--- src/rtl/lsu_pkg.sv ---
// Shared codes for the memory-stage LSU: op/size encodings, FSM states and
// the alignment rule used at accept time.
package lsu_pkg;

  localparam logic [1:0] OP_NONE  = 2'b00;
  localparam logic [1:0] OP_LOAD  = 2'b01;
  localparam logic [1:0] OP_STORE = 2'b10;

  localparam logic [2:0] SZ_B  = 3'b000;
  localparam logic [2:0] SZ_H  = 3'b001;
  localparam logic [2:0] SZ_W  = 3'b010;
  localparam logic [2:0] SZ_D  = 3'b011;
  localparam logic [2:0] SZ_BU = 3'b100;
  localparam logic [2:0] SZ_HU = 3'b101;
  localparam logic [2:0] SZ_WU = 3'b110;

  typedef logic [2:0] state_t;
  localparam state_t ST_IDLE  = 3'd0;
  localparam state_t ST_REQ   = 3'd1;
  localparam state_t ST_WAIT  = 3'd2;
  localparam state_t ST_DRAIN = 3'd3;
  localparam state_t ST_RESP  = 3'd4;

  // Byte accesses can never be misaligned; the encoding 3'b111 is treated as d.
  function automatic logic is_misaligned(input logic [2:0] size, input logic [2:0] a);
    case (size)
      SZ_B, SZ_BU: return 1'b0;
      SZ_H, SZ_HU: return a[0];
      SZ_W, SZ_WU: return a[1:0] != 2'b00;
      SZ_D:        return a != 3'b000;
      default:     return a != 3'b000;
    endcase
  endfunction

endpackage

--- src/rtl/lsu_align.sv ---
// Byte-lane steering: store data/strobes toward the bus lane, load data back
// down from the lane with sign or zero extension.
module lsu_align
  import lsu_pkg::*;
(
  input  logic [2:0]  st_size_i,
  input  logic [2:0]  st_lane_i,
  input  logic [63:0] st_data_i,
  output logic [7:0]  st_strb_o,
  output logic [63:0] st_data_o,
  input  logic [2:0]  ld_size_i,
  input  logic [2:0]  ld_lane_i,
  input  logic [63:0] ld_rdata_i,
  output logic [63:0] ld_data_o
);

  logic [63:0] ld_sh;

  always_comb begin
    case (st_size_i)
      SZ_B, SZ_BU: st_strb_o = 8'h01 << st_lane_i;
      SZ_H, SZ_HU: st_strb_o = 8'h03 << st_lane_i;
      SZ_W, SZ_WU: st_strb_o = 8'h0F << st_lane_i;
      default:     st_strb_o = 8'hFF;
    endcase
  end

  assign st_data_o = st_data_i << {st_lane_i, 3'b000};
  assign ld_sh     = ld_rdata_i >> {ld_lane_i, 3'b000};

  always_comb begin
    case (ld_size_i)
      SZ_B:    ld_data_o = {{56{ld_sh[7]}}, ld_sh[7:0]};
      SZ_BU:   ld_data_o = {56'd0, ld_sh[7:0]};
      SZ_H:    ld_data_o = {{48{ld_sh[15]}}, ld_sh[15:0]};
      SZ_HU:   ld_data_o = {48'd0, ld_sh[15:0]};
      SZ_W:    ld_data_o = {{32{ld_sh[31]}}, ld_sh[31:0]};
      SZ_WU:   ld_data_o = {32'd0, ld_sh[31:0]};
      default: ld_data_o = ld_sh;
    endcase
  end

endmodule

--- src/rtl/mem_stage_lsu.sv ---
// Memory-stage load/store controller: one instruction in flight, single
// outstanding bus transaction, registered result toward writeback.
module mem_stage_lsu
  import lsu_pkg::*;
#(
  parameter logic ALIGN_CHECK = 1'b1
) (
  input  logic        clk,
  input  logic        rst,
  input  logic        in_valid,
  output logic        in_ready,
  input  logic [1:0]  in_op,
  input  logic [2:0]  in_size,
  input  logic [63:0] in_addr,
  input  logic [63:0] in_wdata,
  input  logic [63:0] in_alu,
  input  logic [4:0]  in_rd,
  input  logic        flush,
  output logic        mem_req,
  output logic        mem_we,
  output logic [63:0] mem_addr,
  output logic [63:0] mem_wdata,
  output logic [7:0]  mem_wstrb,
  input  logic        mem_gnt,
  input  logic        mem_rvalid,
  input  logic [63:0] mem_rdata,
  output logic        out_valid,
  input  logic        out_ready,
  output logic [63:0] out_data,
  output logic [4:0]  out_rd,
  output logic        out_misalign,
  output logic        stall
);

  state_t      state_q, state_d;
  logic [2:0]  size_q, size_d;
  logic [2:0]  lane_q, lane_d;
  logic        mem_req_q, mem_req_d, mem_we_q, mem_we_d;
  logic [63:0] mem_addr_q, mem_addr_d, mem_wdata_q, mem_wdata_d;
  logic [7:0]  mem_wstrb_q, mem_wstrb_d;
  logic        out_valid_q, out_valid_d, out_mis_q, out_mis_d;
  logic [63:0] out_data_q, out_data_d;
  logic [4:0]  out_rd_q, out_rd_d;

  logic        accept, is_mem, is_store, misal;
  logic [7:0]  st_strb;
  logic [63:0] st_data, ld_data;

  assign in_ready = (state_q == ST_IDLE);
  assign stall    = in_valid & ~in_ready;
  assign accept   = in_valid & in_ready & ~flush;
  assign is_store = (in_op == OP_STORE);
  assign is_mem   = (in_op == OP_LOAD) | is_store;
  assign misal    = ALIGN_CHECK & is_mem & is_misaligned(in_size, in_addr[2:0]);

  lsu_align u_align (
    .st_size_i  (in_size),
    .st_lane_i  (in_addr[2:0]),
    .st_data_i  (in_wdata),
    .st_strb_o  (st_strb),
    .st_data_o  (st_data),
    .ld_size_i  (size_q),
    .ld_lane_i  (lane_q),
    .ld_rdata_i (mem_rdata),
    .ld_data_o  (ld_data)
  );

  always_comb begin
    state_d     = state_q;
    size_d      = size_q;
    lane_d      = lane_q;
    mem_we_d    = mem_we_q;
    mem_addr_d  = mem_addr_q;
    mem_wdata_d = mem_wdata_q;
    mem_wstrb_d = mem_wstrb_q;
    out_data_d  = out_data_q;
    out_rd_d    = out_rd_q;
    out_mis_d   = out_mis_q;
    case (state_q)
      ST_IDLE: begin
        if (accept) begin
          size_d   = in_size;
          lane_d   = in_addr[2:0];
          out_rd_d = in_rd;
          if (misal) begin
            state_d    = ST_RESP;
            out_mis_d  = 1'b1;
            out_data_d = '0;
          end else if (!is_mem || in_op == OP_NONE) begin
            state_d    = ST_RESP;
            out_mis_d  = 1'b0;
            out_data_d = in_alu;
          end else begin
            state_d     = ST_REQ;
            out_mis_d   = 1'b0;
            mem_we_d    = is_store;
            mem_addr_d  = {in_addr[63:3], 3'b000};
            mem_wdata_d = is_store ? st_data : '0;
            mem_wstrb_d = is_store ? st_strb : '0;
          end
        end
      end
      ST_REQ: begin
        if (mem_gnt)    state_d = flush ? ST_DRAIN : ST_WAIT;
        else if (flush) state_d = ST_IDLE;
      end
      // A flush coinciding with rvalid has nothing left to drain.
      ST_WAIT: begin
        if (mem_rvalid) begin
          if (flush) state_d = ST_IDLE;
          else begin
            state_d    = ST_RESP;
            out_data_d = mem_we_q ? '0 : ld_data;
          end
        end else if (flush) begin
          state_d = ST_DRAIN;
        end
      end
      ST_DRAIN: if (mem_rvalid) state_d = ST_IDLE;
      ST_RESP:  if (flush || out_ready) state_d = ST_IDLE;
      default:  state_d = ST_IDLE;
    endcase
    mem_req_d   = (state_d == ST_REQ);
    out_valid_d = (state_d == ST_RESP);
  end

  always_ff @(posedge clk) begin
    if (rst) begin
      state_q     <= ST_IDLE;
      size_q      <= '0;
      lane_q      <= '0;
      mem_req_q   <= 1'b0;
      mem_we_q    <= 1'b0;
      mem_addr_q  <= '0;
      mem_wdata_q <= '0;
      mem_wstrb_q <= '0;
      out_valid_q <= 1'b0;
      out_data_q  <= '0;
      out_rd_q    <= '0;
      out_mis_q   <= 1'b0;
    end else begin
      state_q     <= state_d;
      size_q      <= size_d;
      lane_q      <= lane_d;
      mem_req_q   <= mem_req_d;
      mem_we_q    <= mem_we_d;
      mem_addr_q  <= mem_addr_d;
      mem_wdata_q <= mem_wdata_d;
      mem_wstrb_q <= mem_wstrb_d;
      out_valid_q <= out_valid_d;
      out_data_q  <= out_data_d;
      out_rd_q    <= out_rd_d;
      out_mis_q   <= out_mis_d;
    end
  end

  assign mem_req      = mem_req_q;
  assign mem_we       = mem_we_q;
  assign mem_addr     = mem_addr_q;
  assign mem_wdata    = mem_wdata_q;
  assign mem_wstrb    = mem_wstrb_q;
  assign out_valid    = out_valid_q;
  assign out_data     = out_data_q;
  assign out_rd       = out_rd_q;
  assign out_misalign = out_mis_q;

endmodule

--- config.mk ---
export PLATFORM = sky130hd
export DESIGN_NAME = mem_stage_lsu
export DESIGN_NICKNAME = d
export VERILOG_FILES = /design/src/rtl/lsu_pkg.sv /design/src/rtl/lsu_align.sv /design/src/rtl/mem_stage_lsu.sv
export SDC_FILE = /design/constraint.sdc
export NUM_CORES = 1
export LEC_CHECK = 0
export ABC_CLOCK_PERIOD_IN_PS = 2200
export CAP_MARGIN = 5
export CORE_AREA = 2 2 190 192
export CTS_BUF_LIST = sky130_fd_sc_hd__clkbuf_16
export CTS_CLUSTER_DIAMETER = 200
export CTS_CLUSTER_SIZE = 16
export DETAILED_ROUTE_END_ITERATION = 7
export DIE_AREA = 0 0 192 194
export GPL_TIMING_DRIVEN = 0
export PLACE_DENSITY = 0.7
export SLEW_MARGIN = 40
export SYNTH_ARGS = -nofsm -noshare
export SYNTH_HDL_FRONTEND = slang
export SYNTH_SLANG_ARGS = --single-unit
--- constraint.sdc ---
create_clock -name clk -period 2.2 [get_ports clk]
set_clock_uncertainty 0.1 [all_clocks]
set_input_delay 0.55 -clock clk [delete_from_list [all_inputs] [get_ports clk]]
set_output_delay 0.55 -clock clk [all_outputs]
set_load 0.005 [all_outputs]
* Word-level counts from Yosys, hierarchy flattened
Cells that the tools add are included.
** Operators by class
- Equality and inequality tests :: 22
- Bitwise gates (word level) :: 9
- Div/mod/pow operators :: 0
- Multipliers :: 0
- Reduce and logical (&&, ||, !) cells :: 16
- Add/sub/neg operators :: 0
- Muxes and demuxes :: 25
- Shift-type cells :: 5
- Magnitude comparators :: 0
** Operators with widths (number)
- 2-to-1 mux 64 bit :: 7
- one-hot mux 64 bit (6 select lines) :: 1
- one-hot mux 64 bit (2 select lines) :: 1
- << shifter 64 x 6 -> 64 bit :: 1
- right shift 64 x 6 -> 64 bit :: 1
- 2-to-1 mux 3 bit :: 10
- equality test 3 bit, second input constant :: 8
- one-hot mux 8 bit (3 select lines) :: 1
- one-hot mux 3 bit (5 select lines) :: 1
- equality test 3 x 1 -> 1 bit, second input constant :: 4
- equality test 3 x 2 -> 1 bit, second input constant :: 4
- zero test 3 bit :: 3
- 2-to-1 mux 8 bit :: 1
- << shifter 1 x 3 -> 8 bit, first input constant :: 1
- << shifter 2 x 3 -> 8 bit, first input constant :: 1
- << shifter 4 x 3 -> 8 bit, first input constant :: 1
- OR reduction 2 bit :: 3
- AND reduction 5 bit :: 1
- bitwise AND 1 bit :: 4
- != test 2 bit, second input constant :: 2
- NOT 1 bit :: 4
- AND reduction 4 bit :: 1
- nonzero test 2 bit :: 2
- != test 3 x 1 -> 1 bit, second input constant :: 1
- other kinds (11) :: 13
** Word-level totals
- Bits in registers :: 215
- ROM bits :: 0
- Bits in latches :: 0
- Bits in writable memories :: 0
- Memories kept :: 0

* Depth between registers and ports, before layout
Gate-level depths: netlist of the first run.
- Depth after elaboration :: 9
- Depth in mapped cells :: 9

* Modules after synthesis
From an unflattened synthesis of the first run, not the netlist that was laid out.
** Unflattened totals
- Cells, all modules :: 1596
- Area, all modules :: 13062.5 sq um
** By module, submodules not included
- mem_stage_lsu :: area each 9227.6 sq um, instances 1, cells an instance 1018, seq. area each 4304.1 sq um
- lsu_align :: area each 3834.9 sq um, instances 1, cells an instance 578, seq. area each 0.0 sq um

* Least setup slack after synthesis of the first run
OpenSTA, ideal clock, no wires.
- Path type :: input-to-reg
- From :: input in_addr[1]
- To :: register mem_wdata_q[6] (netlist: mem_wdata[6])
- Cell stages on the path :: 8
- Path slack :: -129 ps
- Data required time :: 1972 ps
- Arrival time :: 2101 ps
- Library setup time :: 128 ps
- Cells stage by stage :: clkbuf_1 a21o_1 a21oi_1 nand3b_1 clkbuf_1 clkbuf_1 a22oi_1 nor2_1
** Between the ends
- Cells in the longest elaborated chain, start to end :: 5
** Ends and longest elaborated chain
- start, declared :: line mem_stage_lsu.sv:14 : input logic [63:0] in_addr,
- parallel branches: the longest is 5 deep, another holds << shifter 64 x 6 -> 64 bit
- end signal, assigned :: line mem_stage_lsu.sv:148 : mem_wdata_q <= mem_wdata_d;
- end, declared :: line mem_stage_lsu.sv:39 : logic [63:0] mem_addr_q, mem_addr_d, mem_wdata_q, mem_wdata_d;
Several ways; the timed one is not identified.
A chain may end at the register's enable or synchronous reset.

* Worst setup path in the final report of the first run
- From :: register state_q[0]
- To :: register mem_addr_q[53] (netlist: mem_addr[53])
** Between the ends
- Cells in the longest elaborated chain, start to end :: 4
** Ends and longest elaborated chain
- start, declared :: line mem_stage_lsu.sv:35 : state_t state_q, state_d;
- start signal, assigned :: line mem_stage_lsu.sv:142 : state_q <= state_d;
- zero test 3 bit (*) :: line mem_stage_lsu.sv:49, mem_stage_lsu.sv:79
- bitwise AND 1 bit (2 in series) :: line mem_stage_lsu.sv:51 : assign accept = in_valid & in_ready & ~flush;
- AND reduction 4 bit (no line) (*)
- end signal, assigned :: line mem_stage_lsu.sv:147 : mem_addr_q <= mem_addr_d;
- end, declared :: line mem_stage_lsu.sv:39
Mark *: on every way between the ends. The rest lies on a longest branch, timed or not.

==> summary.txt, run 1 <==
Detailed routing
  – WL/cell: 24.97 µm
  – Final WL: 61,970 µm
  – # DRC: 0
  – Met1 wire length: 22,910 µm
  – Vias: 13,870
  – Met2 WL: 30,870 µm
  – Met3 wire len: 5223 µm
  – Via density per instance: 5.588
  – Initial drt markers: 917
  – Highest routed layer: met5
  – ANT nets after route: 0
  – First-pass iteration count of the detailed router: 8

Clock tree
  – Clk_lat worst skew: 0.52 ns
  – Clock sink count: 215
  – Max H-tree Level: 1
  – CTS tree: built
  – CTS root buffer: clkbuf_16
  – CTS buffer count: 17
  – CTS max path bufs: 3
  – Clk slew on worst S/H paths: 0.08 ns

Synth
  – Ys flop type: dfxtp_1
  – Synthesized cell area: 11,710 µm²
  – Mux cell area share after synthesis: 15.59%
  – Seq/Total Area, Yosys: 36.76%
  – Post-synth EDFFs: 0
  – Yosys warns: 0
  – Fraction of registers with async set/reset: 0%
  – Yosys reg bits: 215
  – Simple-gate share of the synthesized area: 20.19%
  – Adder-Cell Fraction of Synth Area: 0.1069%
  – Main combinational cell family by area after synthesis: compound AO/OA/AOI/OAI gates
  – Syn Area/Cell: 7.922 µm²
  – XOR/XNOR share of the synthesized area: 0.07480%
  – Complex-gate fraction of the synthesized area: 21.55%
  – Gate Count Post-Synth: 1,478
  – Synth cell types: 56

STA
  – Fin crit share: 102.3%
  – Worst slew pin tran: 0.8278 ns
  – Worst Slack Setup Final: -0.05132 ns
  – # setup viols final: 51
  – RSZ-0062 raised after global routing: yes
  – Final hold violation count: 0
  – Peak Freq: 0.4442 GHz
  – Tmin final: 2.251 ns
  – Fin. max-slew vios: 0
  – Worst slew margin: 44.81%

Floorplanning
  – Io pins: 484
  – Core Region: 35,220 µm²
  – Die Area: 37,250 µm²
  – Initial Utilization: 33.24%
  – Die width: 192 µm
  – Rows: 69
  – Die Height: 194 µm

Setup path
  – Crit end category: flip-flop
  – Delay-heaviest family, CP: simple AND/OR/NAND/NOR gates
  – Crit path kind: flip-flop to flip-flop
  – Crit Path Max Fanout: 8
  – CP Data Required Time: 2.53 ns
  – Slowest stage delay, CP: 0.41 ns
  – Critical-path top delay cell: or3_4
  – Critical path's most frequent cell: buf_12
  – CP Data Arrival Time: 2.58 ns
  – Crit path buf inv count: 4
  – Startpoint Class: flip-flop
  – Worst path cell trace: or3_4 > or2_1 > buf_6 > nor3b_4 > buf_12 > buf_12 > clkbuf_16 > nand2_4 > a21oi_2

Placement
  – Post-DP HPWL: 47,650 µm
  – DP Worst Slack: -1.365 ns
  – Routability cong.: 0.9894
  – IO Port Bufs: 478

GRT
  – Initial antenna violation count: 5
  – Vias in the first global route: 13,615
  – GRT overflow: 0
  – Largest net degree at the start of global routing: 17
  – Total GRT Usage: 30.68%
  – First-pass GRT wire length: 85,160 µm

Min path
  – Worst min path class: flip-flop to flip-flop

Finish
  – Post-layout util: 56.19%
  – Fin nets: 2,292
  – FILL cells: 3,183
  – Layout cell share with drive strength beyond 1: 22.30%
  – Syn-to-layout area delta: 69.04%

Outcome
  – Outcome: finished, violations left
  – Failing checks: setup timing

Run
  – Maximum Capacitance Violations: 0

Pwr
  – Total chip power: 9788 µW
  – Power Dens Cells: 494.5 nW/µm²
  – Leakage: 0.007228 µW
  – Maximum VDD drop: 0.4505 mV
==> tightest hold or removal path, delay by kind of cell (launching register included) <==
kind	cells	cell delay, ns
simple gates	1	0.05
compound gates	1	0.05
flops	1	0.31
==> flip-flops by register name, summed over array words and instances, names as in the netlist <==
register	count
mem_wdata	64
out_rd	5
state_q	3
mem_we	1
size_q	3
out_data	64
out_misalign	1
mem_wstrb	8
mem_addr	61
mem_req	1
out_valid	1
lane_q	3
==> cell usage in the layout, fill, tap and decap left out, types with 11 or more instances in the layout <==
cell type	instances
nand2b_1	11
nand3_1	32
a21oi_2	89
a211oi_1	29
clkbuf_1	41
nor3_1	26
clkbuf_2	23
nand2_2	13
mux2_2	33
nor2_1	119
buf_6	17
mux2i_1	75
o21ai_0	33
clkdlybuf4s50_1	465
nand2_4	45
mux4_2	21
clkbuf_4	11
dfxtp_1	211
a21oi_1	137
and3_1	37
nor2b_1	24
buf_4	47
o22ai_1	44
a22oi_1	12
buf_8	12
nand2_1	178
mux2i_4	14
clkbuf_16	25
==> synthesized netlist by cell type, drive strengths merged (3+ instances only) <==
cell / count / area (µm²)
a2111oi: 3 / 26.28
a211oi: 33 / 247.7
a21oi: 231 / 1156
a221oi: 8 / 76.32
a22oi: 14 / 105.1
a311oi: 9 / 78.83
a31oi: 8 / 50.05
and2: 9 / 56.31
and3: 38 / 237.7
buf: 54 / 306.6
clkbuf: 90 / 337.8
dfxtp: 215 / 4304
inv: 6 / 22.52
mux2: 33 / 371.6
mux2i: 98 / 980.9
mux4: 21 / 473.0
nand2: 236 / 885.9
nand2b: 11 / 68.82
nand3: 39 / 195.2
nand3b: 3 / 22.52
nor2: 125 / 471.7
nor2b: 24 / 150.1
nor3: 33 / 165.2
nor4: 4 / 40.04
o21a: 3 / 22.52
o21ai: 41 / 205.2
o221ai: 6 / 52.55
o22ai: 51 / 319.1
o2bb2ai: 8 / 70.07
==> final timing paths <==
kind	start	endpoint	slack (ns)	cells after the start
max	state_q[0]	mem_addr[53]	-0.05	9
min	mem_wstrb[2]	mem_wstrb[2]	0.36	2
max reg2reg	state_q[0]	mem_addr[53]	-0.05	9
min reg2reg	mem_wstrb[2]	mem_wstrb[2]	0.36	2
==> final cells by class <==
cell class	instances	area, µm²	area share [%]
antenna	3	7.507	0.03793
buffer	143	1095	5.531
clock buffer	17	425.4	2.149
clock inverter	2	20.02	0.1011
inverter	6	22.52	0.1138
multi-input combinational	1115	8029	40.57
sequential	215	4317	21.81
tap	461	576.8	2.914
timing repair buffer	520	5300	26.78
==> cells by family after synthesis <==
logic type / count (synthesis)
buffers and inverters: 150
flip-flops: 215
AO/OA/AOI/OAI: 428
adder cells (fa/ha/maj): 1
multiplexers: 152
XOR/XNOR: 1
other: 1
AND/OR/NAND/NOR: 530
==> where the power goes <==
part | internal, µW | leakage, µW | switching (µW) | total (µW)
Combinational | 1360 | 0.00526 | 1420 | 2780
Clock | 1400 | 0.000220 | 1520 | 2910
Sequential | 4010 | 0.00174 | 82.7 | 4090
==> layer usage <==
metal  vias to the layer above  GRT usage [%]
met2                       709          54.63
li1                       6362              -
met1                      6650          34.79
met4                         4          13.51
met5                         -              0
met3                       145          6.805
==> through the flow <==
step	TNS (ns)	std cells	instance area [µm²]	hold WS, ns
2_1_floorplan	0	1480	11740	0.3483
3_3_place_gp	-222.87	2419	17100	0.3417
3_5_place_dp	-223.04	2419	17100	0.3455
4_1_cts	-0.002621	2459	18300	0.3554
5_1_grt	-7.335	2482	19790	0.3711
6_report	-1.101	2482	19790	0.3583
==> timing repair <==
| action | 4_1_cts | 5_1_grt |
|---|---|---|
| hold buffers | 0 | 0 |
| setup buffers | 20 | 12 |
| setup endpoints to repair | 204 | 180 |
| pin swaps | 11 | 116 |
| gates cloned | 2 | 9 |
| gates resized for setup | 200 | 316 |
(Power assumes the default switching activity.)
==> run 2: changes to the inputs <==
--- a/config.mk
+++ b/config.mk
@@ -5,7 +5,7 @@
 export SDC_FILE = /design/constraint.sdc
 export NUM_CORES = 1
 export LEC_CHECK = 0
-export ABC_CLOCK_PERIOD_IN_PS = 2200
+export ABC_CLOCK_PERIOD_IN_PS = 2300
 export CAP_MARGIN = 5
 export CORE_AREA = 2 2 190 192
 export CTS_BUF_LIST = sky130_fd_sc_hd__clkbuf_16
@@ -14,7 +14,7 @@
 export DETAILED_ROUTE_END_ITERATION = 7
 export DIE_AREA = 0 0 192 194
 export GPL_TIMING_DRIVEN = 0
-export PLACE_DENSITY = 0.7
+export PLACE_DENSITY = 0.68
 export SLEW_MARGIN = 40
 export SYNTH_ARGS = -nofsm -noshare
 export SYNTH_HDL_FRONTEND = slang
==> constraint.sdc (replaced) <==
create_clock -name clk -period 2.3 [get_ports clk]
set_clock_uncertainty 0.1 [all_clocks]
set_input_delay 0.575 -clock clk [delete_from_list [all_inputs] [get_ports clk]]
set_output_delay 0.575 -clock clk [all_outputs]
set_load 0.005 [all_outputs]
==> summary.txt, run 2 (synthesis gave the netlist of run 1 again) <==
Setup path
  – Crit end category: flip-flop
  – R2R Path End: out_data[10]
  – Startpoint Class: input port
  – Crit path kind: input port to flip-flop
  – CP Data Required Time: 2.55 ns
  – Worst reg2reg setup slack: -0.01 ns
  – Reg2reg path depth: 7
  – Crit Path Max Fanout: 10
  – CP Data Arrival Time: 2.59 ns
  – Worst r2r src: lane_q[1]

Min path
  – Worst Hold Path EP: mem_addr[61]
  – Hold_sp: mem_addr[61]
  – Worst min path class: flip-flop to flip-flop
  – Worst hold path depth: 2

Detailed routing
  – WL/cell: 24.39 µm
  – Vias: 13,570
  – ANT nets after route: 0
  – Initial drt markers: 996
  – Via density per instance: 5.516
  – # DRC: 0
  – Final WL: 60,000 µm
  – First-pass iteration count of the detailed router: 5

GRT
  – GRT overflow: 0
  – Largest net degree at the start of global routing: 17
  – First-pass GRT wire length: 84,210 µm
  – Vias in the first global route: 13,319
  – Initial antenna violation count: 5
  – Total GRT Usage: 30.45%

Run
  – Maximum Capacitance Violations: 0

Clock tree
  – Clk slew on worst S/H paths: 0.08 ns
  – CTS buffer count: 17
  – CTS max path bufs: 3
  – Clock sink count: 215
  – Max H-tree Level: 1
  – Clk_lat worst skew: 0.52 ns
  – CTS tree: built
  – CTS root buffer: clkbuf_16

Floorplanning
  – Die width: 192 µm
  – Core Region: 35,220 µm²
  – Rows: 69
  – Die Height: 194 µm
  – Initial Utilization: 33.24%
  – Io pins: 484
  – Die Area: 37,250 µm²

STA
  – Worst slew pin tran: 0.8068 ns
  – Fin crit share: 101.5%
  – # setup viols final: 7
  – Worst Slack Setup Final: -0.03354 ns
  – Tmin final: 2.334 ns
  – RSZ-0062 raised after global routing: yes
  – Final hold violation count: 0
  – Peak Freq: 0.4285 GHz
  – Worst slew margin: 46.22%
  – Hold WS: 0.3540 ns
  – Total negative setup slack: -0.09816 ns
  – Fin. max-slew vios: 0

Outcome
  – Failing checks: setup timing
  – Outcome: finished, violations left

Placement
  – Routability cong.: 0.9944
  – Post-DP HPWL: 47,600 µm
  – Placed insts: 2,419
  – DP Worst Slack: -1.499 ns
  – IO Port Bufs: 478

Finish
  – Fin nets: 2,272
  – Layout cell share with drive strength beyond 1: 13.26%
  – Final std cells w/o fill: 2,460
  – FILL cells: 3,400
  – Syn-to-layout area delta: 57.17%
  – Commonest non-fill, non-tap cell in the layout: clkdlybuf4s50_1
  – Register area: 4314 µm²
  – Area occupied by multi-input gates: 7113 µm²
  – Most frequent cells in the layout: clkdlybuf4s50_1 (469), nand2_1 (235), a21oi_1 (218), dfxtp_1 (211), nor2_1 (122)

Pwr
  – Maximum VDD drop: 0.4276 mV
  – Leakage: 0.006549 µW
  – Power Dens Cells: 495.0 nW/µm²
## run 2: cell types whose count changed in the layout (fill, tap and decap cells not counted), sizes merged
cell,before,now
clkbuf,106,110
buf,96,72
clkdlybuf4s50,465,469
diode,3,1
dlymetal6s2s,5,2
dlygate4sd2,8,7
## run 2: cell type report
class	instances	area share, %
multi-input cells	1115	38.65
repair buffers	499	27.11
diodes	1	0.01360
clock inverters	2	0.1088
plain buffers	144	5.106
well taps	461	3.134
inverters	6	0.1224
clock buffers	17	2.312
flip-flops and latches	215	23.44
## run 2: layer usage
metal / global-route usage [%] / routed length [µm] / up-vias
met3: 6.968 / 5286 / 167
met5: 0 / 40 / -
met4: 16.79 / 3746 / 6
met1: 34.23 / 22210 / 6319
met2: 52.85 / 28720 / 756
li1: - / - / 6322
## run 2: critical path, stage by stage
cell,delay [ns]
clkdlybuf4s50_1,0.52
mux2_2,0.37
a2bb2oi_2,0.19
nand4_1,0.18
nand2_4,0.13
a21oi_4,0.21
clkbuf_2,0.28
a311oi_1,0.13
## run 2: where the power goes
group / internal (µW) / total (µW) / switching, µW / leakage [µW]
clock: 1340 / 2780 / 1440 / 0.000220
sequential: 3840 / 3910 / 73.3 / 0.00174
combinational: 1180 / 2420 / 1240 / 0.00458
## run 2: per-stage QoR
step	cell area [µm²]	util, %	power, µW
after floorplan	11720	-	4954
after global placement	17080	48.49	6191
after detailed placement	17090	48.51	6199
after CTS	18090	51.35	9122
after global routing	18400	52.24	9431
final	18400	52.25	9109
## run 2: timing repair
action / in CTS / in global routing
gates cloned: 1 / 1
buffers inserted: 7 / 12
pin swaps: 7 / 10
gates resized for setup: 167 / 69
setup endpoints to repair: 204 / 198
hold buffers: 0 / 0
## run 2: how the worst max path moves through the flow
stage                       start      endpoint  slack [ns]  cells after the start
detailed placement       in_op[0]  mem_addr[62]       -1.50                      8
global placement         in_op[0]  mem_wstrb[2]       -1.45                      8
CTS                     lane_q[0]  out_data[10]       0.004                      7
finish              mem_rdata[47]  out_data[20]       -0.03                      8
global route             in_op[1]  out_data[50]       -0.02                      8
floorplan                in_op[0]  out_data[10]      0.0009                      7
==> run 3: changes to the inputs <==
--- a/config.mk
+++ b/config.mk
@@ -13,9 +13,8 @@
 export CTS_CLUSTER_SIZE = 16
 export DETAILED_ROUTE_END_ITERATION = 7
 export DIE_AREA = 0 0 192 194
-export GPL_TIMING_DRIVEN = 0
 export PLACE_DENSITY = 0.68
-export SLEW_MARGIN = 40
+export SLEW_MARGIN = 20
 export SYNTH_ARGS = -nofsm -noshare
 export SYNTH_HDL_FRONTEND = slang
 export SYNTH_SLANG_ARGS = --single-unit
==> summary.txt, run 3 (synthesis gave the netlist of run 1 again) <==
Pwr
  – Net Sw Frac: 28.68%
  – Clk network pwr share: 30.5%
  – Leakage: 0.006955 µW
  – P_int: 6495 µW
  – Power Dens Cells: 483.0 nW/µm²
  – Logic pwr share: 26.4%
  – Seq pwr share: 43.1%
  – Net Switching: 2611 µW
  – Maximum VDD drop: 0.3451 mV

Clock tree
  – Clk_lat worst skew: 0.51 ns
  – CTS tree: built
  – CTS buffer count: 17
  – Clock sink count: 215
  – Max H-tree Level: 1
  – CTS max path bufs: 3
  – CTS root buffer: clkbuf_16
  – Clk slew on worst S/H paths: 0.09 ns

Setup path
  – Crit path from: state_q[2]
  – Startpoint Class: flip-flop
  – Worst reg2reg setup slack: 0.12 ns
  – Crit Path Max Fanout: 5
  – CP Capture Point: stall
  – R2R Path End: out_data[34]
  – Reg2reg path depth: 9
  – Crit path kind: flip-flop to output port
  – CP Data Required Time: 1.62 ns
  – Crit end category: output port
  – Worst r2r src: lane_q[1]
  – CP Data Arrival Time: 1.52 ns

STA
  – Fin crit share: 95.52%
  – Fin. max-slew vios: 0
  – RSZ-0062 raised after global routing: no
  – Final hold violation count: 0
  – Worst Slack Setup Final: 0.1030 ns
  – Peak Freq: 0.4552 GHz
  – Worst slew pin tran: 0.5503 ns
  – # setup viols final: 0
  – Hold WS: 0.2532 ns
  – Tmin final: 2.197 ns
  – Worst slew margin: 63.31%

Run
  – Maximum Capacitance Violations: 0

GRT
  – Largest net degree at the start of global routing: 108
  – Vias in the first global route: 13,197
  – Total GRT Usage: 26.95%
  – Initial antenna violation count: 2
  – First-pass GRT wire length: 77,920 µm
  – GRT overflow: 0

Floorplanning
  – Die width: 192 µm
  – Io pins: 484
  – Core Region: 35,220 µm²
  – Initial Utilization: 33.24%
  – Die Area: 37,250 µm²
  – Rows: 69
  – Die Height: 194 µm

Placement
  – IO Port Bufs: 480
  – Post-DP HPWL: 40,590 µm
  – DP Worst Slack: -0.6817 ns
  – Routability cong.: 0.9261

Finish
  – Most frequent cells in the layout: clkdlybuf4s50_1 (470), nand2_1 (235), a21oi_1 (230), dfxtp_1 (212), buf_4 (152)
  – Commonest non-fill, non-tap cell in the layout: clkdlybuf4s50_1
  – Syn-to-layout area delta: 61.03%
  – Fin nets: 2,296
  – Layout cell share with drive strength beyond 1: 14.29%

Detailed routing
  – Via density per instance: 5.327
  – # DRC: 0
  – First-pass iteration count of the detailed router: 6
  – Final WL: 52,990 µm
  – Initial drt markers: 767
  – ANT nets after route: 0
  – WL/cell: 21.31 µm
  – Vias: 13,248

Min path
  – Worst min path class: input port to flip-flop

Outcome
  – Outcome: complete, no violations
run 3: how the worst min path moves through the flow:
stage,start,endpoint,slack (ns),depth (start not counted)
2_1_floorplan,mem_wdata[32],mem_wdata[32],0.35,2
3_3_place_gp,mem_wdata[55],mem_wdata[55],0.34,2
3_5_place_dp,mem_wdata[61],mem_wdata[61],0.35,2
4_1_cts,rst,out_data[18],0.24,2
5_1_grt,rst,out_data[18],0.26,2
6_report,rst,out_data[6],0.25,2
run 3: layout make-up:
class	instances	area, µm²
Clock inverter	3	23.77
Multi-Input combinational cell	1115	6840
Inverter	6	22.52
Fill cell	3291	16370
Tap cell	461	576.8
Antenna cell	3	7.507
Sequential cell	215	4310
Timing Repair Buffer	667	6648
Clock buffer	17	425.4
run 3: power groups by stage:
stage          Sequential, µW  Clock, µW  Combinational, µW
2_1_floorplan            4000          0                958
3_3_place_gp             4010          0               2300
3_5_place_dp             4010          0               2320
4_1_cts                  3920       2890               2360
5_1_grt                  3940       3020               2560
6_report                 3920       2780               2400
run 3: timing repair:
item                                    4_1_cts  5_1_grt
setup buffers                                 3        2
gates cloned                                  1        2
hold buffers                                  0        0
pin swaps                                     3        7
resized for setup                            10       23
endpoints found under the setup margin      111      118
run 3: routing by layer:
layer / share of wire (%) / wire, µm / up-vias / track usage, %
li1: - / - / 6354 / -
met1: 38 / 20000 / 6263 / 30.33
met2: 50 / 26460 / 535 / 48.56
met3: 8.4 / 4477 / 96 / 6.498
met4: 3.9 / 2056 / 0 / 10.49
met5: 0 / 0 / - / 0
run 3: worst max-delay path, cell delays in order (launching register included):
cell and delay [ns]:
dfxtp_1 0.34, buf_4 0.16, nor3_2 0.19, nor2b_1 0.06
dlygate4sd2_1 0.27
run 3: stage by stage:
step	utilization, %	TNS [ns]	cell area (µm²)	total power, µW	std cells
4_1_cts	53.10	0	18700	9164	2480
2_1_floorplan	-	0	11720	4954	1480
3_3_place_gp	51.59	-102.09	18170	6306	2456
5_1_grt	53.51	0	18850	9516	2484
3_5_place_dp	51.59	-103.66	18170	6332	2456
6_report	53.53	0	18850	9106	2487
